<file path="src/rtl/gshare_pht_pkg.sv">
// gshare_pht_pkg: shared counter encoding, reset value and index hash for the gshare predictor
package gshare_pht_pkg;
  localparam int BRANCH_HISTORY_REG_SZ = 4;
  typedef logic [1:0] pht_ctr_t;
  localparam pht_ctr_t PHT_SNT = 2'b00;
  localparam pht_ctr_t PHT_WNT = 2'b01;
  localparam pht_ctr_t PHT_WT = 2'b10;
  localparam pht_ctr_t PHT_ST = 2'b11;
  localparam pht_ctr_t PHT_RESET_CTR = PHT_WNT;
  // Callers truncate to their history width, leaving pc[W+1:2] ^ bhr.
  function automatic logic [31:0] pht_hash(input logic [31:0] pc, input logic [31:0] bhr);
    return {2'b00, pc[31:2]} ^ bhr;
  endfunction
endpackage

</file>
<file path="src/rtl/gshare_pht_sat_counter2.sv">
// sat_counter2: next state of a 2-bit saturating up/down counter
// ports: ctr current value, inc count up when 1 else down, ctr_next saturated result
module sat_counter2
  import gshare_pht_pkg::*;
(
  input  pht_ctr_t ctr,
  input  logic     inc,
  output pht_ctr_t ctr_next
);
  always_comb
    ctr_next = inc ? ((ctr == PHT_ST) ? PHT_ST : ctr + 2'd1)
                   : ((ctr == PHT_SNT) ? PHT_SNT : ctr - 2'd1);
endmodule

</file>
<file path="src/rtl/gshare_pht.sv">
// gshare_pht: gshare pattern history table with combinational lookup, trained update and perf counters
// ports: clock/reset_n; lookup_pc/lookup_bhr -> pred_taken/pred_idx (combinational);
//        upd_valid/upd_pc/upd_bhr/upd_taken/upd_pred_taken train one counter per cycle;
//        perf_updates/perf_mispredicts are saturating registered counts
module gshare_pht
  import gshare_pht_pkg::*;
#(
  parameter int BHR_SZ = BRANCH_HISTORY_REG_SZ,
  parameter int PHT_ENTRIES = 2 ** BHR_SZ,
  parameter int PERF_W = 32
) (
  input  logic              clock,
  input  logic              reset_n,
  input  logic [31:0]       lookup_pc,
  input  logic [BHR_SZ-1:0] lookup_bhr,
  output logic              pred_taken,
  output logic [BHR_SZ-1:0] pred_idx,
  input  logic              upd_valid,
  input  logic [31:0]       upd_pc,
  input  logic [BHR_SZ-1:0] upd_bhr,
  input  logic              upd_taken,
  input  logic              upd_pred_taken,
  output logic [PERF_W-1:0] perf_updates,
  output logic [PERF_W-1:0] perf_mispredicts
);
  pht_ctr_t pht_q [PHT_ENTRIES];
  logic [BHR_SZ-1:0] upd_idx;
  pht_ctr_t upd_ctr_next;
  logic mispredict;
  always_comb begin
    pred_idx = BHR_SZ'(pht_hash(lookup_pc, 32'(lookup_bhr)));
    upd_idx = BHR_SZ'(pht_hash(upd_pc, 32'(upd_bhr)));
    pred_taken = pht_q[pred_idx][1];
    mispredict = upd_taken != upd_pred_taken;
  end
  sat_counter2 u_sat (
    .ctr(pht_q[upd_idx]),
    .inc(upd_taken),
    .ctr_next(upd_ctr_next)
  );
  always_ff @(posedge clock or negedge reset_n)
    if (!reset_n) begin
      for (int i = 0; i < PHT_ENTRIES; i++) pht_q[i] <= PHT_RESET_CTR;
      perf_updates <= '0;
      perf_mispredicts <= '0;
    end else if (upd_valid) begin
      pht_q[upd_idx] <= upd_ctr_next;
      perf_updates <= &perf_updates ? perf_updates : perf_updates + PERF_W'(1);
      if (mispredict)
        perf_mispredicts <= &perf_mispredicts ? perf_mispredicts : perf_mispredicts + PERF_W'(1);
    end
endmodule

</file>
<file path="config.mk">
export PLATFORM = sky130hd
export DESIGN_NAME = gshare_pht
export DESIGN_NICKNAME = d
export VERILOG_FILES = /design/src/rtl/gshare_pht_pkg.sv /design/src/rtl/gshare_pht_sat_counter2.sv /design/src/rtl/gshare_pht.sv
export SDC_FILE = /design/constraint.sdc
export NUM_CORES = 1
export LEC_CHECK = 0
export BUFFER_PORTS_ARGS = -buffer_cell sky130_fd_sc_hd__buf_2
export CAP_MARGIN = 30
export CORE_MARGIN = 2
export CORE_UTILIZATION = 47
export DETAILED_ROUTE_END_ITERATION = 10
export HOLD_SLACK_MARGIN = 0.12
export PLACE_DENSITY_LB_ADDON = 0.2
export SLEW_MARGIN = 10
export SYNTH_ARGS = -nofsm -noshare
export SYNTH_HDL_FRONTEND = slang
export SYNTH_SLANG_ARGS = --single-unit
</file>
<file path="constraint.sdc">
create_clock -name clock -period 6.4 [get_ports clock]
set_clock_uncertainty 0.1 [all_clocks]
set_input_delay 0.32 -clock clock [delete_from_list [all_inputs] [get_ports clock]]
set_output_delay 0.32 -clock clock [all_outputs]
set_load 0.01 [all_outputs]
</file>
==> results of run 1 <==
-- per-stage QoR --
stage          power, W  cells  worst slack (ns)  hold WS, ns
4_1_cts         0.00176    646              3.71        0.242
6_report        0.00175    647              3.76        0.267
3_5_place_dp    0.00130    629              3.44        0.148
5_1_grt         0.00185    647              3.57        0.246
3_3_place_gp    0.00128    629              3.48        0.139
2_1_floorplan   0.00115    413              3.98      -0.0756
-- cell usage after synthesis, drive strengths merged --
library cell / number
or3: 5
ha: 2
buf: 4
a21oi: 2
a41o: 1
dfrtp: 80
mux4: 13
dfstp: 16
and3: 8
nand4: 20
and4: 11
a21o: 1
maj3: 2
and2: 5
xnor2: 36
a31oi: 2
nand2: 35
xor2: 37
nor2: 44
mux2: 34
nand3: 25
inv: 8
nor4: 3
o311ai: 1
or3b: 1
clkbuf: 3
nor3: 13
o21a: 1
-- state kept, by name, indices dropped and copies added (netlist names) --
| signal | cells |
|---|---|
| perf_updates | 32 |
| perf_mispredicts | 32 |
| pht_q | 32 |
-- worst paths after layout --
check / startpoint / cells after the start / to
max: lookup_bhr[0] / 5 / pred_taken
min: upd_valid / 3 / perf_updates[13]
max reg2reg: perf_mispredicts[2] / 6 / perf_mispredicts[26]
min reg2reg: perf_updates[22] / 1 / perf_updates[22]
max in group asynchronous: reset_n / 4 / pht_q[12]
min in group asynchronous: reset_n / 2 / perf_updates[10]
-- power by group through the flow --
stage / sequential, W / combinational [W] / clock [W]
after floorplan: 0.000871 / 0.000282 / 0
after global routing: 0.000891 / 0.000455 / 0.000506
after CTS: 0.000870 / 0.000416 / 0.000477
after global placement: 0.000873 / 0.000406 / 0
after detailed placement: 0.000881 / 0.000416 / 0
final: 0.000870 / 0.000414 / 0.000463
-- layout by cell type, fill, tap and decap left out, drive strengths merged --
cell and instances:
and4 11, a41o 1, mux4 13, dfrtp 80
clkinv 1, clkbuf 12, bufinv 3, inv 8
nand2 35, maj3 2, and3 8, buf 91
xor2 37, o311ai 1, or3b 1, dlygate4sd3 1
a21o 1, mux2 34, dfstp 16, nand3 25
o21a 1, nor3 13, ha 2, a31oi 2
nor2 44, or3 5, a21oi 2, nand4 20
nor4 3, xnor2 36, and2 5
-- kinds of logic after synthesis --
logic type               Yosys count  share of synthesized area [%]
multiplexers                      47                           14.1
AO/OA/AOI/OAI                      8                           1.34
adder cells (fa/ha/maj)            4                          0.995
AND/OR/NAND/NOR                  170                           17.8
flip-flops                        96                           50.7
buffers and inverters             15                           1.39
XOR/XNOR                          73                           13.7
-- routing by layer --
metal	vias to the layer above	GRT usage, %
met5	-	0
met4	0	5.33
met3	5	4.24
met2	85	29.0
met1	1780	26.6
li1	1655	-
-- worst max-delay path, stage by stage --
cell	delay [ns]
buf_2	0.10
xor2_1	0.57
mux4_2	0.61
mux4_2	0.47
buf_2	0.15
-- area by class of cell --
| type | instances | share of cell area, % |
|---|---|---|
| Tap cell | 133 | 2.95 |
| Inverter | 8 | 0.533 |
| Timing Repair Buffer | 92 | 8.75 |
| Clock inverter | 4 | 1.69 |
| Clock buffer | 12 | 2.40 |
| Sequential cell | 96 | 43.0 |
| Multi-Input combinational cell | 302 | 40.7 |
==> flow_metrics.env, run 1 <==
export IMPL_routed_top_layer="met4"
export IMPL_fillers=872
export IMPL_slew_viol_final=0
export IMPL_final_min_clock_period_ns=2.64
export IMPL_yosysTopAreaCellShare_pct=41.9
export IMPL_placed_area_um2=5360
export IMPL_start_kind="input port"
export IMPL_ant_nets=0
export IMPL_grt_pass1_vias=3346
export IMPL_htree_levels=3
export IMPL_maxSlewHeadroom_pct=45.2
export IMPL_numCtsBuffers=9
export IMPL_drt_first_iter_violations=117
export IMPL_worst_slew_pin_slew_ns=0.822
export IMPL_antenna_cells=0
export IMPL_vdd_drop_max_uv=160
export IMPL_postCtsResizedCells=0
export IMPL_synth_nets=492
export IMPL_synth_distinct_cells=33
export IMPL_fp_dieArea_um2=11000
export IMPL_clockPowerShare_pct=26.5
export IMPL_swShare_pct=28.5
export IMPL_place_congestion=0.820
export IMPL_drc=0
export IMPL_synthCells=413
export IMPL_reg2reg_slack_ns=3.97
export IMPL_vias_per_cell=5.45
export IMPL_path_clk_slew_ns=0.09
export IMPL_routedWlPerCell_um=15.2
export IMPL_clock_latency_ns=0.35
export IMPL_max_clock_freq_ghz=0.378
export IMPL_path_max_fanout=5
export IMPL_syn_to_final_growth_pct=17.9
export IMPL_multi_input_area_um2=2290
export IMPL_ys_seq_elements=96
export IMPL_p_int_w=0.00125
export IMPL_dr_wl_met2_um=4780
export IMPL_arrival_ns=2.22
export IMPL_nNetsFinal=588
export IMPL_p_comb_share_pct=23.7
export IMPL_rsz0062_at_grt="false"
export IMPL_dr_pass1_iters=4
export IMPL_power_leakage_nw=2.71
export IMPL_yosys_area_top_type="dfrtp_1"
export IMPL_hold_viol=0
export IMPL_p_per_area_nw_per_um2=310
export IMPL_grt_usage_pct=18.7
export IMPL_die_h_um=105
export IMPL_synth_seq_area_share_pct=50.7
export IMPL_cts_hold_buf=1
export IMPL_drive_above_1_share_pct=33.5
export IMPL_cap_violations=0
export IMPL_rows=36
export IMPL_die_w_um=105
export IMPL_register_area_um2=2420
export IMPL_critPathCaptureType="output pin"
export IMPL_fin_util_pct=57.4
export IMPL_pwr_share_seq_pct=49.8
export IMPL_grt_first_pass_wirelength_um=16600
export IMPL_hp_class="input port to register"
export IMPL_initial_utilization_pct=48.7
export IMPL_ys_warn_count=0
export IMPL_wl_met1_um=4490
export IMPL_dpl_hpwl_um=7020
export IMPL_synth_area_leaders="dfrtp_1, dfstp_2, mux2_2"
export IMPL_numPortBuffers=89
export IMPL_pin_count=146
export IMPL_setup_violations=0
export IMPL_clockRootBuffer="clkbuf_8"
export IMPL_switchingPower_w=0.000497
export IMPL_cts_buffer_depth=2
export IMPL_antenna_found_initial=0
export IMPL_dr_wl_met3_um=508
export IMPL_setup_tns_ns=0
export IMPL_path_class="input port to output pin"
export IMPL_cts_setup_buffers=0
export IMPL_synth_area_um2=4780
export IMPL_grt_max_degree=73
export IMPL_cts_sinks=96
export IMPL_status="finished clean"
export IMPL_design_area_um2=5630
export IMPL_synth_avg_cell_area_um2=11.6
export IMPL_core_um2=9820
export IMPL_wl_um=9830
export IMPL_vias=3525
export IMPL_fin_crit_sh_pct=41.3
export IMPL_cp_data_required_time_ns=5.98
export IMPL_overflow=0
export IMPL_cts_tree="yes"
Note: power is estimated with default switching activity, not from simulation.
==> inputs of run 2 (changes only) <==
==> constraint.sdc (replaced) <==
create_clock -name clock -period 2.14 [get_ports clock]
set_clock_uncertainty 0.1 [all_clocks]
set_input_delay 0.107 -clock clock [delete_from_list [all_inputs] [get_ports clock]]
set_output_delay 0.107 -clock clock [all_outputs]
set_load 0.01 [all_outputs]
==> flow_metrics.env, run 2 (synthesis gave the netlist of run 1 again) <==
export IMPL_final_common_cell="buf_2"
export IMPL_path_class="register to register"
export IMPL_r2r_end="pht_q[27]"
export IMPL_antenna_found_initial=0
export IMPL_reg2reg_from="pht_q[11]"
export IMPL_clock_latency_ns=0.36
export IMPL_layout_top_registers="perf_mispredicts x32, perf_updates x32, pht_q x32"
export IMPL_power_leakage_nw=2.92
export IMPL_vdd_drop_max_uv=429
export IMPL_antenna_cells=0
export IMPL_startpoint="pht_q[11]"
export IMPL_slew_viol_final=0
export IMPL_fp_dieArea_um2=11000
export IMPL_syn_to_final_growth_pct=25.7
export IMPL_worst_slew_pin_slew_ns=0.752
export IMPL_hold_viol=0
export IMPL_start_kind="register"
export IMPL_grt_pass1_vias=3613
export IMPL_path_max_fanout=16
export IMPL_path_clk_slew_ns=0.09
export IMPL_overflow=0
export IMPL_clockRootBuffer="clkbuf_8"
export IMPL_drc=0
export IMPL_cp_data_required_time_ns=2.28
export IMPL_grt_max_degree=59
export IMPL_routedWlPerCell_um=15.6
export IMPL_maxSlewHeadroom_pct=49.9
export IMPL_pin_count=146
export IMPL_ant_nets=0
export IMPL_holdWs_ns=0.245
export IMPL_dpl_hpwl_um=7680
export IMPL_cts_buffer_depth=2
export IMPL_wl_um=10800
export IMPL_register_area_um2=2420
export IMPL_rows=36
export IMPL_numCtsBuffers=9
export IMPL_vias=3665
export IMPL_max_clock_freq_ghz=0.475
export IMPL_initial_utilization_pct=48.7
export IMPL_grt_usage_pct=19.9
export IMPL_vias_per_cell=5.33
export IMPL_nNetsFinal=629
export IMPL_cap_violations=0
export IMPL_reg2reg_slack_ns=0.03
export IMPL_core_um2=9820
export IMPL_numPortBuffers=89
export IMPL_grt_first_pass_wirelength_um=17700
export IMPL_fin_crit_sh_pct=98.4
export IMPL_die_h_um=105
export IMPL_htree_levels=3
export IMPL_place_congestion=0.830
export IMPL_dr_pass1_iters=4
export IMPL_p_per_area_nw_per_um2=897
export IMPL_final_min_clock_period_ns=2.11
export IMPL_drt_first_iter_violations=109
export IMPL_multi_input_area_um2=2370
export IMPL_rsz0062_at_grt="true"
export IMPL_ff2ff_path_depth=5
export IMPL_critPathCaptureType="register"
export IMPL_placed_area_um2=5660
export IMPL_layout_common_cells="buf_2, dfrtp_1, nor2_1, buf_4, xnor2_1"
export IMPL_setup_violations=0
export IMPL_cts_sinks=96
export IMPL_die_w_um=105
export IMPL_design_area_um2=6010
export IMPL_hp_class="input port to async pin"
export IMPL_cts_tree="yes"
export IMPL_drive_above_1_share_pct=41.1
export IMPL_arrival_ns=2.24
export IMPL_fillers=853
export IMPL_status="finished clean"
[run 2: cell count changes in the layout (fill, tap and decap cells not counted), sizes merged]
cell / change
buf: +40
bufinv: -1
clkbuf: -1
clkinv: +1
dlygate4sd3: +1
clkinvlp: +1
[run 2: what timing repair did]
action | 4_1_cts | 5_1_grt
endpoints found under the setup margin | 6 | 34
cloned | 0 | 0
endpoints found under the hold margin | 47 | 0
buffers inserted | 0 | 5
hold buffers | 2 | 0
pin swaps | 2 | 5
gates resized for setup | 2 | 13
[run 2: final cells by class]
class                      count  share of cell area [%]
sequential                    96                    40.4
multi-input combinational    302                    39.4
timing repair buffer         133                    13.2
tap                          133                    2.77
clock buffer                  11                    2.35
clock inverter                 5                    1.35
inverter                       8                   0.500
[run 2: per-layer routing]
layer  up-vias  track usage (%)  wire length, um
li1       1728                -                -
met1      1831             27.1             4760
met2        92             31.6             5350
met3        14             4.12              513
met4         0             7.05              142
met5         -                0                0
[run 2: how the worst max path moves through the flow]
stage                           to  slack (ns)  cells after the start
2_1_floorplan      perf_updates[1]      -0.009                      7
3_3_place_gp             pht_q[17]       -0.24                      7
3_5_place_dp             pht_q[27]       -0.31                      7
4_1_cts        perf_mispredicts[1]       0.008                      6
5_1_grt                  pht_q[27]       -0.03                      5
6_report                 pht_q[27]        0.03                      5
[run 2: where the power goes]
part | leakage (nW) | internal [W] | switching [W]
Sequential | 1.23 | 0.00230 | 0.000286
Combinational | 1.58 | 0.000804 | 0.000685
Clock | 0.110 | 0.000691 | 0.000624
[run 2: metrics by stage]
step	setup TNS (ns)	power, W	setup slack, ns	util [%]	std cells
after floorplan	-0.00894	0.00347	-0.00894	-	413
after global routing	-0.213	0.00569	-0.0286	61.2	688
after global placement	-6.88	0.00399	-0.239	57.7	665
after detailed placement	-9.13	0.00406	-0.307	57.7	665
after CTS	0	0.00540	0.00839	60.2	683
final	0	0.00539	0.0332	61.2	688
[run 2: worst max-delay path, stage by stage (launching register included)]
cell	delay, ns
dfrtp_1	0.43
mux4_2	0.47
nand2_1	0.08
nand4_1	0.15
maj3_4	0.46
mux2_2	0.30
